## src/rtl/cla_sub_12bit_pipe.sv

```systemverilog
// Two-stage pipelined 12-bit carry-lookahead subtractor: diff = {borrow_out, a - b - b_in}.
// Stage 1 registers bit and group propagate/generate terms; stage 2 resolves carries and forms the result.
module cla_sub_12bit_pipe #(
  parameter int DATA_WIDTH  = 12,
  parameter int GROUP_WIDTH = 4
) (
  input  logic                  clk,
  input  logic                  rst_n,
  input  logic                  in_valid,
  output logic                  in_ready,
  input  logic [DATA_WIDTH-1:0] a,
  input  logic [DATA_WIDTH-1:0] b,
  input  logic                  b_in,
  output logic                  out_valid,
  input  logic                  out_ready,
  output logic [DATA_WIDTH:0]   diff,
  output logic                  ovf
);

  // Group generate/propagate: returns {G, P} for one 4-bit group.
  function automatic logic [1:0] grp_gp(input logic [GROUP_WIDTH-1:0] p,
                                        input logic [GROUP_WIDTH-1:0] g);
    logic gen;
    gen = g[3] | (p[3] & g[2]) | (p[3] & p[2] & g[1]) | (p[3] & p[2] & p[1] & g[0]);
    return {gen, &p};
  endfunction

  // Carries into each bit of a group, fully expanded from the group carry-in.
  function automatic logic [GROUP_WIDTH-1:0] grp_carry(input logic [GROUP_WIDTH-1:0] p,
                                                       input logic [GROUP_WIDTH-1:0] g,
                                                       input logic cin);
    logic [GROUP_WIDTH-1:0] c;
    c[0] = cin;
    c[1] = g[0] | (p[0] & cin);
    c[2] = g[1] | (p[1] & g[0]) | (p[1] & p[0] & cin);
    c[3] = g[2] | (p[2] & g[1]) | (p[2] & p[1] & g[0]) | (p[2] & p[1] & p[0] & cin);
    return c;
  endfunction

  logic                  s1_load, s2_load;
  logic [DATA_WIDTH-1:0] nb, p_in, g_in;
  logic [2:0]            gg_in, gp_in;
  logic                  c4, c8, c12;
  logic [DATA_WIDTH-1:0] c_bits, sum;

  logic                  vld_p1_q, vld_p1_d;
  logic [DATA_WIDTH-1:0] p_p1_q, p_p1_d, g_p1_q, g_p1_d;
  logic [2:0]            gg_p1_q, gg_p1_d, gp_p1_q, gp_p1_d;
  logic                  c0_p1_q, c0_p1_d;
  logic                  amsb_p1_q, amsb_p1_d, bmsb_p1_q, bmsb_p1_d;

  logic                  vld_p2_q, vld_p2_d;
  logic [DATA_WIDTH:0]   diff_p2_q, diff_p2_d;
  logic                  ovf_p2_q, ovf_p2_d;

  always_comb begin
    s2_load  = ~vld_p2_q | out_ready;
    s1_load  = ~vld_p1_q | s2_load;
    in_ready = s1_load;

    // Stage 0 -> 1: subtraction as a + ~b + ~b_in.
    nb   = ~b;
    p_in = a ^ nb;
    g_in = a & nb;
    for (int k = 0; k < 3; k++) begin
      {gg_in[k], gp_in[k]} = grp_gp(p_in[k*GROUP_WIDTH +: GROUP_WIDTH],
                                    g_in[k*GROUP_WIDTH +: GROUP_WIDTH]);
    end

    vld_p1_d  = vld_p1_q;
    p_p1_d    = p_p1_q;
    g_p1_d    = g_p1_q;
    gg_p1_d   = gg_p1_q;
    gp_p1_d   = gp_p1_q;
    c0_p1_d   = c0_p1_q;
    amsb_p1_d = amsb_p1_q;
    bmsb_p1_d = bmsb_p1_q;
    if (s1_load) begin
      vld_p1_d  = in_valid;
      p_p1_d    = p_in;
      g_p1_d    = g_in;
      gg_p1_d   = gg_in;
      gp_p1_d   = gp_in;
      c0_p1_d   = ~b_in;
      amsb_p1_d = a[DATA_WIDTH-1];
      bmsb_p1_d = b[DATA_WIDTH-1];
    end

    // Stage 1 -> 2: group carries, then per-bit lookahead inside each group.
    c4  = gg_p1_q[0] | (gp_p1_q[0] & c0_p1_q);
    c8  = gg_p1_q[1] | (gp_p1_q[1] & c4);
    c12 = gg_p1_q[2] | (gp_p1_q[2] & c8);
    c_bits = {grp_carry(p_p1_q[11:8], g_p1_q[11:8], c8),
              grp_carry(p_p1_q[7:4],  g_p1_q[7:4],  c4),
              grp_carry(p_p1_q[3:0],  g_p1_q[3:0],  c0_p1_q)};
    sum = p_p1_q ^ c_bits;

    vld_p2_d  = vld_p2_q;
    diff_p2_d = diff_p2_q;
    ovf_p2_d  = ovf_p2_q;
    if (s2_load) begin
      vld_p2_d  = vld_p1_q;
      diff_p2_d = {~c12, sum};
      ovf_p2_d  = (amsb_p1_q != bmsb_p1_q) && (sum[DATA_WIDTH-1] != amsb_p1_q);
    end
  end

  always_ff @(posedge clk) begin
    if (rst_n) begin
      vld_p1_q  <= 1'b0;
      p_p1_q    <= '0;
      g_p1_q    <= '0;
      gg_p1_q   <= '0;
      gp_p1_q   <= '0;
      c0_p1_q   <= 1'b0;
      amsb_p1_q <= 1'b0;
      bmsb_p1_q <= 1'b0;
      vld_p2_q  <= 1'b0;
      diff_p2_q <= '0;
      ovf_p2_q  <= 1'b0;
    end else begin
      vld_p1_q  <= vld_p1_d;
      p_p1_q    <= p_p1_d;
      g_p1_q    <= g_p1_d;
      gg_p1_q   <= gg_p1_d;
      gp_p1_q   <= gp_p1_d;
      c0_p1_q   <= c0_p1_d;
      amsb_p1_q <= amsb_p1_d;
      bmsb_p1_q <= bmsb_p1_d;
      vld_p2_q  <= vld_p2_d;
      diff_p2_q <= diff_p2_d;
      ovf_p2_q  <= ovf_p2_d;
    end
  end

  assign out_valid = vld_p2_q;
  assign diff      = diff_p2_q;
  assign ovf       = ovf_p2_q;

endmodule

```

## config.mk

```make
export PLATFORM = sky130hd
export DESIGN_NAME = cla_sub_12bit_pipe
export DESIGN_NICKNAME = d
export VERILOG_FILES = /design/src/rtl/cla_sub_12bit_pipe.sv
export SDC_FILE = /design/constraint.sdc
export NUM_CORES = 1
export LEC_CHECK = 0
export ABC_AREA = 1
export ABC_CLOCK_PERIOD_IN_PS = 3100
export CORE_MARGIN = 8
export CORE_UTILIZATION = 55
export DETAILED_ROUTE_END_ITERATION = 8
export GPL_TIMING_DRIVEN = 0
export MAX_ROUTING_LAYER = met4
export PLACE_DENSITY = 0.85
export SYNTH_ARGS = -nofsm -noshare
export SYNTH_HDL_FRONTEND = slang
export SYNTH_SLANG_ARGS = --single-unit
export TNS_END_PERCENT = 10
```

## constraint.sdc

```tcl
create_clock -name clk -period 3.1 [get_ports clk]
set_input_delay 0.31 -clock clk [delete_from_list [all_inputs] [get_ports clk]]
set_output_delay 0.31 -clock clk [all_outputs]
set_load 0.005 [all_outputs]
```

Word-level counts from Yosys, hierarchy flattened:

Index checks and enable logic that the tools add are counted.

* bitwise logic cells: 85
* reductions and logical operators: 4
* eq/ne operators: 2

Operators by type and width (count)
* $and A1 B1 Y1: 45
* $or A1 B1 Y1: 32
* $xor A12 B12 Y12: 2
* $and A12 B12 Y12: 1
* $not A12 Y12: 1
* $reduce_and A4 Y1: 3
* $not A1 Y1: 4
* $ne A1 B1 Y1: 2
* $logic_and A1 B1 Y1: 1

* bits in registers: 48
* output and inout bits: 16
* input bits: 29

Logic depth before layout (Yosys ltp):

Gate-level depths: netlist of run 1.

* depth after elaboration: 9
* mapped depth: 11

Worst setup path before layout of run 1:

No wires, ideal clock.

* path type: input to register
* start point: input b[11]
* end point: register gg_p1_q[2]
* setup slack: 1938 ps
* path buffers: 0
* stages: 6
* required time: 2972 ps
* arrival time: 1034 ps
* path through: inv_1 ha_1 nand2_1 inv_1 a221oi_1 a21oi_1

* longest elaborated chain between the ends: 6
* elaborated cells on any way between the ends: 11
* those cells by class: bitwise (11)

RTL lines
* from (decl): line 12 `input logic [DATA_WIDTH-1:0] b,`
* $not A12 Y12 (*): line 62 `nb = ~b;`
* $xor A12 B12 Y12 (*): line 63 `p_in = a ^ nb;`
* via p_in[11]: line 41 `logic [DATA_WIDTH-1:0] nb, p_in, g_in;`
* $and A1 B1 Y1: line 24 `gen = g[3] | (p[3] & g[2]) | (p[3] & p[2] & g[1]) | (p[3] & p[2] & p[1] & g[0]);`
* $or A1 B1 Y1 or $and A1 B1 Y1 (tied branches) (2 in a row): line 24
* $or A1 B1 Y1 (*): line 24
* to (signal assigned): line 125 `gg_p1_q <= gg_p1_d;`
* to (decl): line 48 `logic [2:0] gg_p1_q, gg_p1_d, gp_p1_q, gp_p1_d;`

Mark *: on every way through the listed nets, which the timed path passes. The rest lies on a longest branch.
A chain may end at the register's enable or synchronous reset.

Final worst setup path of run 1:

* start point: input out_ready
* end point: output in_ready

* longest elaborated chain between the ends: 2

RTL lines
* from (decl): line 15 `input logic out_ready,`
* $or A1 B1 Y1: line 57 `s2_load = ~vld_p2_q | out_ready;`
* $or A1 B1 Y1: line 58 `s1_load = ~vld_p1_q | s2_load;`
* to (decl): line 10 `output logic in_ready,`

Every way passes these cells.

==> run summary, run 1 <==
The placer congestion estimate came out at 0.805. The number of global-route vias before repair came out at 1848. After synthesis, the netlist uses 29 different library cells. By area the synthesized netlist is led by sky130_fd_sc_hd__dfxtp_1, sky130_fd_sc_hd__nand2_1, sky130_fd_sc_hd__ha_1. Using the TritonRoute via totals, the vias-per-cell ratio works out to 5.08. The top achievable clock speed came out at 481 MHz. CTS placed an instance of sky130_fd_sc_hd__clkbuf_8 at the clock tree root. The first global-routing pass estimated 8120 µm of wire.

The number of diodes is 0. The flow ran to the end, and the final reports show no timing, DRC or antenna violations. The cell area that synthesis handed to floorplanning was 0.00221 mm². The area growth from synthesis to layout came out at 26.2%. At the worst endpoint, the required time is 2790 ps. The average wire per standard cell came out at 12.4 µm. The clock latency at the later pin of the worst-skew pair came out at 290 ps. In this run the post-CTS setup repair buffer count came out at 0. After technology mapping, the gate count stands at 288. Setup repair after global routing left no endpoint under its margin. The first-iteration detailed-routing DRC count came out at 130. The number of buffers inserted during clock tree synthesis is 5. The leading register cell type out of synthesis is sky130_fd_sc_hd__dfxtp_1.

The worst-case headroom to the max-slew limit came out at 66.9%. The die is 79.4 µm tall. The setup check on the worst reg-to-reg path leaves a slack of 1780 ps. For the pin with the worst max-slew slack, the measured transition is 497 ps. The clock-pin slew of the registers on the worst-case setup and hold paths is 80 ps. The max-cap violation count came out at 0. The number of hold violations in the final report came out at 0. Across the VDD grid, the largest voltage drop is 0.000375 V. sky130_fd_sc_hd__dfxtp_1 takes more of the synthesized area than any other cell.

The sum of overflow across all layers after global routing came out at 0. The number of ports placed on the die boundary came out at 45. TritonCTS built the clock tree. Summing over every cut layer, the via total after detailed routing is 1975. The total count of max-transition violations in the final report was 0. The worst register-to-register path has a depth of 9. Prior to clock tree synthesis, the placed netlist has a worst setup slack of 1020 ps.

STA classifies the critical path endpoint as an output port. The largest net degree at the start of global routing came out at 13. The cell with the most instances after synthesis is sky130_fd_sc_hd__nand2_1. The mean post-synth cell area is 7.68 µm². The final total negative setup slack is 0 ps. The clock tree skew after final layout came out at 3.05 ps.

Of all nets on the critical path, the largest fanout is 10. The die covers 0.00630 mm². The overall track demand over capacity in global routing came out at 16.3%. The pre-antenna-repair detailed-routing pass consisted of 4 iterations. The critical path is of the input port to output port type. The post-synthesis sequential area ratio came out at 41.7%. For the worst setup path, the data arrival time is 1770 ps. Summed over its instances, the top area cell type makes up 41.7% of the synthesized netlist area. Setup violations remaining at the end of the flow were counted as 0.

The number of antenna violations at the first check in global routing is 0. The min-delay analysis places its worst path in the category register to register. After synthesis the netlist holds a flip-flop and latch count of 46. The estimated wirelength of the detail-placed design came out at 3780 µm. In this run the core area contains 23 standard-cell rows. The number of warnings issued by yosys is 0. The net total in the final layout came out at 383. The die is 79.4 µm wide.

The smallest setup slack after layout came out at 1020 ps. The final wirelength is 4820 µm. For this configuration, the core starts out at a cell density of 56.1%. CTS saw 46 sinks. Once layout is done, the placed cells without fillers occupy 0.00279 mm². The leakage power is 0.00134 µW.

The share of layout cells above drive strength 1 came out at 7.08%. Fill cells in the final layout number 327. The post-detailed-route DRC marker count came out at 0. The core box area is 0.00394 mm². Once detail routing completed, the nets flagged for antenna violations numbered 0. The worst setup path is launched from an input port. The number of synthesized flops with an enable pin came out at 0.

The multi-input combinational cell area came out at 0.00106 mm². The number of gates given a new drive strength after cts is 0. In this run the cell area measured after placement is 0.00271 mm². The sequential cells in the finished layout cover a total of 921 µm². The port buffer count is 44. The final period demand of the worst path came out at 2080 ps.

The total of hold buffers inserted after clock tree synthesis came out at 0. The power density over the cells came out at 445 mW/mm². The number of levels in the clock H-tree came out at 2. Counting instances, the worst hold path has a depth of 2.

The maximum count of clock buffers along a single path is 2. Synthesis produced a netlist with a net count of 332. After layout, the worst path uses 67.0% of the clock period.

Counting instances in the post-synthesis netlist gives the leading cell types as sky130_fd_sc_hd__nand2_1, sky130_fd_sc_hd__dfxtp_1, sky130_fd_sc_hd__inv_1. The proportion of register bits with asynchronous set or reset after synthesis is 0%. Hold timing on the final database bottoms out at a slack of 461 ps.
-- stage by stage --
stage	power, µW	std cells	util [%]
2_1_floorplan	801	288	-
3_3_place_gp	905	382	68.8
3_5_place_dp	912	382	68.8
4_1_cts	1250	389	70.8
5_1_grt	1300	389	70.8
6_report	1240	389	70.8
-- path summary, 6_finish.rpt --
kind / from / endpoint
max: out_ready / in_ready
min: g_p1_q[6] / g_p1_q[6]
max reg2reg: c0_p1_q / diff[9]
min reg2reg: g_p1_q[6] / g_p1_q[6]
-- kinds of logic after synthesis --
family	synth area share (%)
flip-flops	41.7
AND/OR/NAND/NOR	18.3
buffers and inverters	10.5
AO/OA/AOI/OAI	19.1
adder cells (fa/ha/maj)	8.49
XOR/XNOR	1.98
-- power by group --
group	switching [µW]	internal, µW	total [µW]
Combinational	110	126	236
Clock	185	155	341
Sequential	27.9	636	664
-- flip-flops by register name (all words and copies together), names as in the netlist --
signal and count:
gg_p1_q 3, gp_p1_q 3, g_p1_q 9, diff 13, p_p1_q 12, bmsb_p1_q 1
vld_p1_q 1, out_valid 1, amsb_p1_q 1, ovf 1, c0_p1_q 1
-- cells in the final DEF, fill, tap and decap left out, drive strengths merged --
| cell | n |
|---|---|
| inv | 42 |
| a21oi | 36 |
| clkdlybuf4s50 | 44 |
| xor2 | 2 |
| a41oi | 2 |
| o21a | 1 |
| xnor2 | 3 |
| a221oi | 1 |
| o211ai | 1 |
| o21ai | 26 |
| nand4 | 5 |
| ha | 15 |
| nor2 | 19 |
| dfxtp | 46 |
| a21o | 1 |
| clkbuf | 9 |
| o21bai | 7 |
| nand3 | 11 |
| nand2 | 57 |
| clkinv | 1 |
| buf | 9 |
| a31oi | 1 |
-- critical path, stage by stage --
cell and delay [ps]:
sky130_fd_sc_hd__clkdlybuf4s50_1 500, sky130_fd_sc_hd__nor2_4 60, sky130_fd_sc_hd__nand2_4 110, sky130_fd_sc_hd__buf_2 240
sky130_fd_sc_hd__clkdlybuf4s50_1 540
-- per-layer routing --
metal	vias up	GRT usage [%]	part of all wire [%]
met2	44	26.0	47
met5	-	-	0
met3	4	3.94	4.8
met4	0	4.26	0.79
li1	1043	-	-
met1	884	20.1	47
-- final cells by class --
type,instances,share of cell area (%)
Sequential cell,46,33.0
Inverter,43,5.83
Buffer,11,2.51
Multi-Input combinational cell,188,37.9
Timing Repair Buffer,44,15.8
Tap cell,50,2.24
Clock buffer,7,2.74
No activity file was read; power rests on OpenSTA's default activity.
==> run 2: changes to the inputs <==
--- a/config.mk
+++ b/config.mk
@@ -6,13 +6,13 @@
 export NUM_CORES = 1
 export LEC_CHECK = 0
 export ABC_AREA = 1
-export ABC_CLOCK_PERIOD_IN_PS = 3100
+export ABC_CLOCK_PERIOD_IN_PS = 1870
 export CORE_MARGIN = 8
-export CORE_UTILIZATION = 55
+export CORE_UTILIZATION = 46
 export DETAILED_ROUTE_END_ITERATION = 8
 export GPL_TIMING_DRIVEN = 0
 export MAX_ROUTING_LAYER = met4
-export PLACE_DENSITY = 0.85
+export PLACE_DENSITY = 0.76
 export SYNTH_ARGS = -nofsm -noshare
 export SYNTH_HDL_FRONTEND = slang
 export SYNTH_SLANG_ARGS = --single-unit
==> constraint.sdc (replaced) <==
create_clock -name clk -period 1.87 [get_ports clk]
set_input_delay 0.187 -clock clk [delete_from_list [all_inputs] [get_ports clk]]
set_output_delay 0.187 -clock clk [all_outputs]
set_load 0.005 [all_outputs]
==> run summary, run 2 (same netlist as run 1, synthesis figures left out) <==
Result of the run: completed (unchanged). The final total negative setup slack was 0 ps (unchanged). The clock tree from TritonCTS is built (unchanged). The number of antenna violations at the first check in global routing is 0 (unchanged). The overall track demand over capacity in global routing was 14.4% (was 16.3%).

The element type at the critical path end was an output port (unchanged). The slew of the pin with the lowest slew margin is 470 ps (was 497 ps). The count of buffers added by post-CTS timing repair for setup was 0 (unchanged). The worst-path cell with the longest stage delay was sky130_fd_sc_hd__clkdlybuf4s50_1 (unchanged). The total of hold buffers inserted after clock tree synthesis is 0 (unchanged).

Highest-count cells in the layout ignoring fill and taps: sky130_fd_sc_hd__nand2_1, sky130_fd_sc_hd__dfxtp_1, sky130_fd_sc_hd__clkdlybuf4s50_1 (unchanged). The total area of sequential cells was 921 µm² (unchanged). The worst endpoint required time is 1680 ps (was 2790 ps). The total count of max-transition violations in the final report came out at 0 (unchanged). The average wire per standard cell was 12.7 µm (was 12.4 µm). The post-place setup slack is 6.49 ps (was 1020 ps).

The wire length of the first global-routing pass came out at 8190 µm (was 8120 µm). The post-layout instance area came out at 0.00281 mm² (was 0.00279 mm²). The number of cells traversed by the worst hold path came to 2 (unchanged). The largest net degree at the start of global routing was 19 (was 13). The signal arrival time at the worst endpoint is 1510 ps (was 1770 ps). The leakage power is 0.00135 µW (was 0.00134 µW). The instance area after placement came to 0.00272 mm² (was 0.00271 mm²). The start of the worst register-to-register path is out_valid (was c0_p1_q).

The starting density of the core came out at 47.1% (was 56.1%). The number of buffers inserted during clock tree synthesis was 5 (unchanged). The net load switching power is 566 µW (was 323 µW).

The post-route clock period utilization is 90.9%. The peak supply drop is 0.000403 V (was 0.000375 V). The max-cap violation count came to 0 (unchanged). The flip-flop count of the largest register after layout came out at 13 (unchanged). The endpoint of the worst-slack reg-to-reg timing path is gp_p1_q[2] (was diff[9]). The number of ports placed on the die boundary was 45 (unchanged). The final wirelength is 4980 µm (was 4820 µm). The clock tree skew after final layout is 8.76 ps (was 3.05 ps). The cell type group with the largest total delay on the critical path is buffers and inverters (unchanged). The sequential group share of total power came out at 51.8% (was 53.5%). The post-detailed-route DRC marker count was 0 (unchanged).

The worst-case headroom to the max-slew limit came out at 68.7% (was 66.9%). The number of levels in the clock H-tree is 2 (unchanged). The multi-input combinational cell area is 0.00106 mm² (unchanged). The worst-case reg-to-reg path depth is 7 (was 9). List of cells traversed by the critical path: inv_1 -> nor2_4 -> nand2_4 -> clkdlybuf4s50_1 (was clkdlybuf4s50_1 -> nor2_4 -> nand2_4 -> buf_2 -> clkdlybuf4s50_1).

The first-iteration detailed-routing DRC count is 127 (was 130). The internal power consumption came to 1560 µW (was 918 µW). The worst reg-to-reg setup slack is 570 ps (was 1780 ps).

The port buffer count was 44 (unchanged). The buffers plus inverters on the worst setup path is 2 (was 3). The top achievable clock speed came out at 588 MHz. The end of the worst hold path was c0_p1_q (was g_p1_q[6]).

The core box area is 0.00469 mm² (was 0.00394 mm²). The number of gates given a new drive strength after cts came out at 0 (unchanged). The number of sinks handled by clock tree synthesis came out at 46 (unchanged).

Setup repair after global routing missed its margin: no (unchanged). The number of optimization iterations in the first detailed-route pass came out at 4 (unchanged). The share of layout cells above drive strength 1 came out at 7.67% (was 7.08%). The maximum count of clock buffers along a single path is 2 (unchanged). The element type at the critical path start is a register (was input port).

The number of hold violations in the final report came out at 0 (unchanged). The via density per instance came to 4.97 (was 5.08). The sum of overflow across all layers after global routing came out at 0 (unchanged). The logic gate share of total power is 18.4% (was 19.0%). The clock network fraction of total power is 29.8% (was 27.5%). The source of the worst hold timing path is b_in (was g_p1_q[6]). The smallest setup slack after layout came to 171 ps (was 1020 ps). The clock latency at the later pin of the worst-skew pair was 300 ps (was 290 ps). The switching share of total power is 26.6% (was 26.0%). The overall die height came out at 85.3 µm (was 79.4 µm). The row count came out at 25 (was 23). The class of the most critical hold timing path is input port to register (was register to register). The critical-path maximum fanout came out at 18 (was 10). The clock-pin slew of the registers on the worst-case setup and hold paths is 90 ps (was 80 ps).

The estimated wirelength of the detail-placed design came out at 3930 µm (was 3780 µm). The residual antenna-violating net count after detailed routing came out at 0 (unchanged). The final period demand of the worst path is 1700 ps. The total die area came out at 0.00728 mm² (was 0.00630 mm²). The path type of the worst setup path is register to output port (was input port to output port). The final-layout fill cell count came to 454 (was 327). The worst stage delay on the critical path came to 490 ps (was 540 ps). The area growth from synthesis to layout came out at 27.1% (was 26.2%).

The placer congestion estimate is 0.875 (was 0.805). The net total in the final layout was 382 (was 383). The clock root buffer master is sky130_fd_sc_hd__clkbuf_8 (unchanged). The power density over the cells is 757 mW/mm² (was 445 mW/mm²). The number of global-route vias before repair came out at 1854 (was 1848).

The count of final setup violators came to 0 (unchanged). The die boundary width is 85.3 µm (was 79.4 µm). The number of vias in the routed layout is 1955 (was 1975).

The most common cell after layout, fill and taps aside is sky130_fd_sc_hd__nand2_1 (unchanged). The number of diodes came to 0 (unchanged).
## run 2: cell count changes in the layout (fill, tap and decap cells not counted), sizes merged
cell,delta
buf,-1
clkbuf,-1
clkinv,+1
clkinvlp,+1
## run 2: power by group through the flow
stage,registers [µW],logic [µW],clock network [µW]
floorplan,1120,209,0
detailed placement,1120,390,0
CTS,1100,392,646
finish,1100,391,634
global placement,1120,383,0
global route,1110,438,684
## run 2: per-stage QoR
step                      total power (µW)  std cells  utilization (%)  hold slack [ps]
after floorplan                       1330        288                -              277
final                                 2130        393             59.9              425
after global placement                1500        386             57.9              446
after detailed placement              1510        386             57.9              452
after global routing                  2230        393             59.9              456
after CTS                             2140        393             59.9              426
## run 2: final cells by class
cell class                      instances  area share, %
Buffer                                 10           2.32
Clock buffer                            6           2.94
Clock inverter                          2          0.445
Inverter                               43           5.79
Multi-Input combinational cell        188           37.6
Sequential cell                        46           32.8
Tap cell                               54           2.41
Timing Repair Buffer                   44           15.7
## run 2: routing by layer
metal / global-route usage, % / wire (µm)
met1: 16.2 / 2340
met2: 23.2 / 2310
met3: 4.54 / 251
met4: 6.05 / 73
met5: - / 0
## run 2: worst register-to-register path, cell delays in order, from the launching register on
cell,delay [ps]
sky130_fd_sc_hd__dfxtp_1,350
sky130_fd_sc_hd__inv_1,70
sky130_fd_sc_hd__nor2_4,140
sky130_fd_sc_hd__nand2_4,160
sky130_fd_sc_hd__clkinv_2,150
sky130_fd_sc_hd__buf_6,160
sky130_fd_sc_hd__nand2_1,60
sky130_fd_sc_hd__a21oi_1,140
## run 2: how the worst max path moves through the flow
| stage | cells after the start | slack (ps) | endpoint | from |
|---|---|---|---|---|
| after global placement | 5 | 20 | in_ready | out_ready |
| after CTS | 4 | 170 | in_ready | out_valid |
| after global routing | 4 | 80 | in_ready | out_valid |
| after floorplan | 9 | 720 | diff[9] | c0_p1_q |
| final | 4 | 170 | in_ready | out_valid |
| after detailed placement | 5 | 6 | in_ready | out_ready |
